--- src/rtl/lcd_pkg.sv ---
// Shared constants and FSM encoding for the 2-line text-LCD buffer
// and the downstream LCD controller.
package lcd_pkg;

  localparam int          COLS   = 16;
  localparam int          CHAR_W = 8;
  localparam logic [7:0]  BLANK  = 8'h20;

  localparam logic [7:0]  ASCII_SPACE = 8'h20;
  localparam logic [7:0]  ASCII_DOT   = 8'h2E;
  localparam logic [7:0]  ASCII_ZERO  = 8'h30;

  typedef enum logic [1:0] {
    S_IDLE  = 2'd0,
    S_ROT   = 2'd1,
    S_CLEAR = 2'd2
  } state_e;

endpackage

--- src/rtl/lcd_char_ram.sv ---
// 2 x COLS character store: one write port, one registered read port.
// Reads return the pre-edge contents of the addressed cell.
module lcd_char_ram
  import lcd_pkg::*;
#(
  parameter int                 COLS   = lcd_pkg::COLS,
  parameter int                 CHAR_W = lcd_pkg::CHAR_W,
  parameter logic [CHAR_W-1:0]  BLANK  = lcd_pkg::BLANK,
  localparam int                CW     = $clog2(COLS)
) (
  input  logic              clk,
  input  logic              resetn,
  input  logic              we_i,
  input  logic              wline_i,
  input  logic [CW-1:0]     wcol_i,
  input  logic [CHAR_W-1:0] wdata_i,
  input  logic              rline_i,
  input  logic [CW-1:0]     rcol_i,
  output logic [CHAR_W-1:0] rdata_o
);

  logic [CHAR_W-1:0] mem_q [2][COLS];
  logic [CHAR_W-1:0] rdata_q;

  always_ff @(posedge clk or negedge resetn) begin
    if (!resetn) begin
      for (int l = 0; l < 2; l++) begin
        for (int c = 0; c < COLS; c++) begin
          mem_q[l][c] <= BLANK;
        end
      end
      rdata_q <= BLANK;
    end else begin
      if (we_i) begin
        mem_q[wline_i][wcol_i] <= wdata_i;
      end
      rdata_q <= mem_q[rline_i][rcol_i];
    end
  end

  assign rdata_o = rdata_q;

endmodule

--- src/rtl/lcd_text_buffer.sv ---
// 2x16 LCD frame buffer with per-line marquee offsets, timed clear
// and a refresh-needed flag for the LCD controller.
module lcd_text_buffer
  import lcd_pkg::*;
#(
  parameter int                 COLS   = lcd_pkg::COLS,
  parameter int                 CHAR_W = lcd_pkg::CHAR_W,
  parameter logic [CHAR_W-1:0]  BLANK  = lcd_pkg::BLANK,
  localparam int                CW     = $clog2(COLS)
) (
  input  logic              clk,
  input  logic              resetn,
  input  logic              wr_valid,
  output logic              wr_ready,
  input  logic              wr_line,
  input  logic [CW-1:0]     wr_col,
  input  logic [CHAR_W-1:0] wr_char,
  input  logic              rot_req,
  input  logic              rot_dir,
  input  logic              rot_line,
  input  logic              clr_req,
  output logic              busy,
  input  logic              rd_line,
  input  logic [CW-1:0]     rd_col,
  output logic [CHAR_W-1:0] rd_char,
  output logic              dirty,
  input  logic              dirty_ack
);

  state_e            state_q;
  logic [CW-1:0]     off_q [2];
  logic [CW:0]       cnt_q;
  logic              rdir_q;
  logic              rline_q;
  logic              dirty_q;

  logic              wr_fire;
  logic              clr_done;
  logic              dirty_set;
  logic              ram_we;
  logic              ram_wline;
  logic [CW-1:0]     ram_wcol;
  logic [CHAR_W-1:0] ram_wdata;
  logic [CW-1:0]     rd_phys;

  assign wr_ready  = (state_q == S_IDLE) && !clr_req && !rot_req;
  assign wr_fire   = wr_valid && wr_ready;
  assign clr_done  = (state_q == S_CLEAR) && (cnt_q == '1);
  assign dirty_set = wr_fire || (state_q == S_ROT) || clr_done;
  assign rd_phys   = rd_col + off_q[rd_line];

  // Clear sweeps physical cells; counter MSB selects the line.
  always_comb begin
    ram_we    = 1'b0;
    ram_wline = wr_line;
    ram_wcol  = wr_col + off_q[wr_line];
    ram_wdata = wr_char;
    unique case (1'b1)
      (state_q == S_CLEAR): begin
        ram_we    = 1'b1;
        ram_wline = cnt_q[CW];
        ram_wcol  = cnt_q[CW-1:0];
        ram_wdata = BLANK;
      end
      wr_fire: ram_we = 1'b1;
      default: ;
    endcase
  end

  always_ff @(posedge clk or negedge resetn) begin
    if (!resetn) begin
      state_q  <= S_IDLE;
      off_q[0] <= '0;
      off_q[1] <= '0;
      cnt_q    <= '0;
      rdir_q   <= 1'b0;
      rline_q  <= 1'b0;
      dirty_q  <= 1'b1;
    end else begin
      dirty_q <= dirty_set || (dirty_q && !dirty_ack);
      unique case (state_q)
        S_IDLE: begin
          if (clr_req) begin
            state_q <= S_CLEAR;
            cnt_q   <= '0;
          end else if (rot_req) begin
            state_q <= S_ROT;
            rdir_q  <= rot_dir;
            rline_q <= rot_line;
          end
        end
        S_ROT: begin
          off_q[rline_q] <= rdir_q ? off_q[rline_q] - CW'(1)
                                   : off_q[rline_q] + CW'(1);
          state_q <= S_IDLE;
        end
        S_CLEAR: begin
          cnt_q <= cnt_q + 1'b1;
          if (clr_done) begin
            off_q[0] <= '0;
            off_q[1] <= '0;
            state_q  <= S_IDLE;
          end
        end
        default: state_q <= S_IDLE;
      endcase
    end
  end

  assign busy  = (state_q != S_IDLE);
  assign dirty = dirty_q;

  lcd_char_ram #(
    .COLS   (COLS),
    .CHAR_W (CHAR_W),
    .BLANK  (BLANK)
  ) u_ram (
    .clk     (clk),
    .resetn  (resetn),
    .we_i    (ram_we),
    .wline_i (ram_wline),
    .wcol_i  (ram_wcol),
    .wdata_i (ram_wdata),
    .rline_i (rd_line),
    .rcol_i  (rd_phys),
    .rdata_o (rd_char)
  );

endmodule

--- config.mk ---
export PLATFORM = sky130hd
export DESIGN_NAME = lcd_text_buffer
export DESIGN_NICKNAME = d
export VERILOG_FILES = /design/src/rtl/lcd_pkg.sv /design/src/rtl/lcd_char_ram.sv /design/src/rtl/lcd_text_buffer.sv
export SDC_FILE = /design/constraint.sdc
export NUM_CORES = 1
export LEC_CHECK = 0
export ABC_AREA = 1
export ABC_CLOCK_PERIOD_IN_PS = 2500
export CORE_MARGIN = 10
export CORE_UTILIZATION = 24
export DETAILED_ROUTE_END_ITERATION = 10
export MAX_ROUTING_LAYER = met4
export SLEW_MARGIN = 5
export SYNTH_ARGS = -nofsm -noshare
export SYNTH_HDL_FRONTEND = slang
export SYNTH_SLANG_ARGS = --single-unit
--- constraint.sdc ---
create_clock -name clk -period 2.5 [get_ports clk]
set_input_delay 0.5 -clock clk [delete_from_list [all_inputs] [get_ports clk]]
set_output_delay 0.5 -clock clk [all_outputs]
set_load 0.1 [all_outputs]
==> results.ini <==
[outcome]
status = finished, violations left
violations = negative setup slack

[min_path]
hp-class = in2async

[setup_path]
cp_max_fo = 8
arrival_ps = 2990
crit_end = u_ram.mem_q[51]
rrSetupSlack_ps = -20
end_kind = flop
r2r_end = u_ram.mem_q[51]
crit_path_start = off_q[4]
crit_required_ps = 2970
critPathLaunchType = flop
crit_type = reg2reg
r2r_cells = 14
r2r-start = off_q[4]

[floorplan]
initial_core_util = 0.2425
floorplan.die_area_um2 = 69920
pin_count = 37
rows = 89
core_area_um2 = 59130
die_w_um = 264.4
die_y_um = 264.4

[route]
drt_iter0_drc = 1516
wirelength_mm = 49.30
drc = 0
num_vias = 13850
postRouteAntennaNets = 0
drtPass1Iterations = 5
avgRoutedWirePerCell_um = 17.73
avgViaCountPerCell = 4.978

[sta]
fin_tns_setup_ps = -205.1
layout_min_cycle_time_ps = 2520
fin_crit_sh = 1.008
fmax_ghz = 0.3968
worst_slack_ps = -20.23
rsz0062_at_grt = yes
setup_violations = 26
relSlewSlack = 0.2890
hold_viol_final = 0
tightest_slew_ps = 1066
maxSlewViolCount = 0
finClkSkew_ps = 22.80

[global_route]
overflow = 0
grt_max_degree = 100
grt_antenna_before_repair = 0
grt_pass1_wl_mm = 76.18
grt_pass1_vias = 13520
grt_usage = 0.1377

[synth]
synth_edf_count = 0
synth-simple-area-share = 0.3413
syn_area_um2 = 14340
synthAdderAreaFrac = 0.01292
synth_nets = 1914
yosysTopAreaCell = dfrtp_1
synth_top_area_share = 0.4328
synth.area.mux_share = 0
synthXorXnorAreaFrac = 0.004887
ys_top_cells_by_area = dfrtp_1, nand2_1, nand3_1
postSynth.topFlopCell = dfrtp_1
avgSynthCellArea_um2 = 7.647
synth_top_family_by_area = simple AND/OR/NAND/NOR gates
synth_compound_gate_area_share = 0.09565
ys_ff_latch = 282
synth.distinct_cells = 32
yosysSeqAreaShare = 0.4952
synth_cells = 1875
async_flop_share = 1.000
yosysWarnings = 0

[cts]
clock-sinks = 282
cts_tree = built
path_clk_slew_ps = 60
h-tree-depth = 2
clock_latency_ps = 540
cts_made_buffers = 34
clockBufferDepth = 3
root_buffer = clkbuf_16

[pwr]
vdd_drop_max_v = 0.0005528
pwr_density_cell_nw_per_um2 = 1372
power_uw = 25970
cellLeakagePower_uw = 0.009026

[layout]
area_growth_pct = 32.07
diodes = 0
mostFrequentLayoutCells = nand2_1, nand3_1, dfrtp_1
final_common_cell = nand2_1
final_cell_area_um2 = 18940
drive_gt1_frac = 0.2171
final_nets = 2023

[placed_design]
dp_hpwl_mm = 30.29
port_buffers = 36
place_area_um2 = 17110
gp_congestion = 0.8743

[run]
max_cap_violations = 0

[cell type report]
class,count,area [um^2]
fill,6125,40190
multi-input combinational,1420,7266
sequential,282,7099
timing repair buffer,203,2357
clock buffer,50,1002
tap,773,967.2
inverter,43,190.2
clock inverter,10,53.80
[layer usage]
metal / global-route usage / vias up / part of all wire
met3: 0.02046 / 94 / 0.063
met4: 0.04535 / 0 / 0.027
li1: - / 6425 / -
met5: - / - / 0
met2: 0.2183 / 536 / 0.48
met1: 0.1781 / 6790 / 0.43
[flip-flops by register name (all words and copies together), names as in the netlist]
signal,count
u_ram.mem_q,256
off_q,8
u_ram.rdata_o,8
cnt_q,5
state_q,2
dirty,1
rdir_q,1
rline_q,1
[cells in the mapped netlist, types with 7 or more instances]
cell type	number
buf_1	11
buf_2	49
clkbuf_1	68
dfrtp_1	248
dfstp_2	34
ha_1	10
inv_1	33
inv_2	9
nand2_1	596
nand3_1	301
nand4_1	22
nand4_2	10
nor2_1	227
o211ai_1	54
o21ai_0	168
o22ai_1	7
xor2_1	7
[cell families after synthesis]
kind of cell / after synthesis
and+or+nand+nor: 1160
AOI/OAI and AO/OA: 239
buffers and inverters: 173
DFF: 282
xor gates and xnor gates: 8
adders and majority gates: 13
[critical path: stages, from the launching register on]
cell and delay [ps]:
dfrtp_1 360, inv_2 50, buf_6 110, o21ai_2 130, ha_2 210, fa_2 450
nand2_2 100, o21ai_4 80, buf_6 120, nor2_4 190, clkinv_4 140, nor2_4 200
clkbuf_16 200, nand3_2 60, nand2_1 70
[per-stage QoR]
stage / hold WS (ps) / setup WS (ps) / util / cells
finish: 5.714 / -20.23 / 0.3202 / 2781
global route: 42.20 / -120.4 / 0.3202 / 2781
CTS: 16.36 / 10.83 / 0.3075 / 2767
detailed placement: 455.4 / -555.4 / 0.2894 / 2707
global placement: 453.4 / -554.6 / 0.2894 / 2707
floorplan: 204.4 / -16.15 / - / 1875
[power breakdown]
part,total [uW],switching (uW),internal (uW)
clock,4790,2010,2780
sequential,7510,1030,6480
combinational,13700,8770,4910
[how the worst min path moves through the flow]
stage | startpoint | endpoint | cells after the start
after floorplan | resetn | cnt_q[0] | 0
after global placement | u_ram.mem_q[77] | u_ram.mem_q[77] | 2
after detailed placement | u_ram.mem_q[93] | u_ram.mem_q[93] | 2
after CTS | resetn | state_q[0] | 1
after global routing | resetn | u_ram.mem_q[231] | 1
final | resetn | state_q[0] | 1
[timing repair]
action                                  in CTS  in global routing
hold buffers                                 0                  0
pin swaps                                    3                 99
setup buffers                                0                  8
gates resized for setup                      5                151
gates cloned                                 0                  6
endpoints found under the setup margin      31                263
Note: power is estimated with default switching activity, not from simulation.
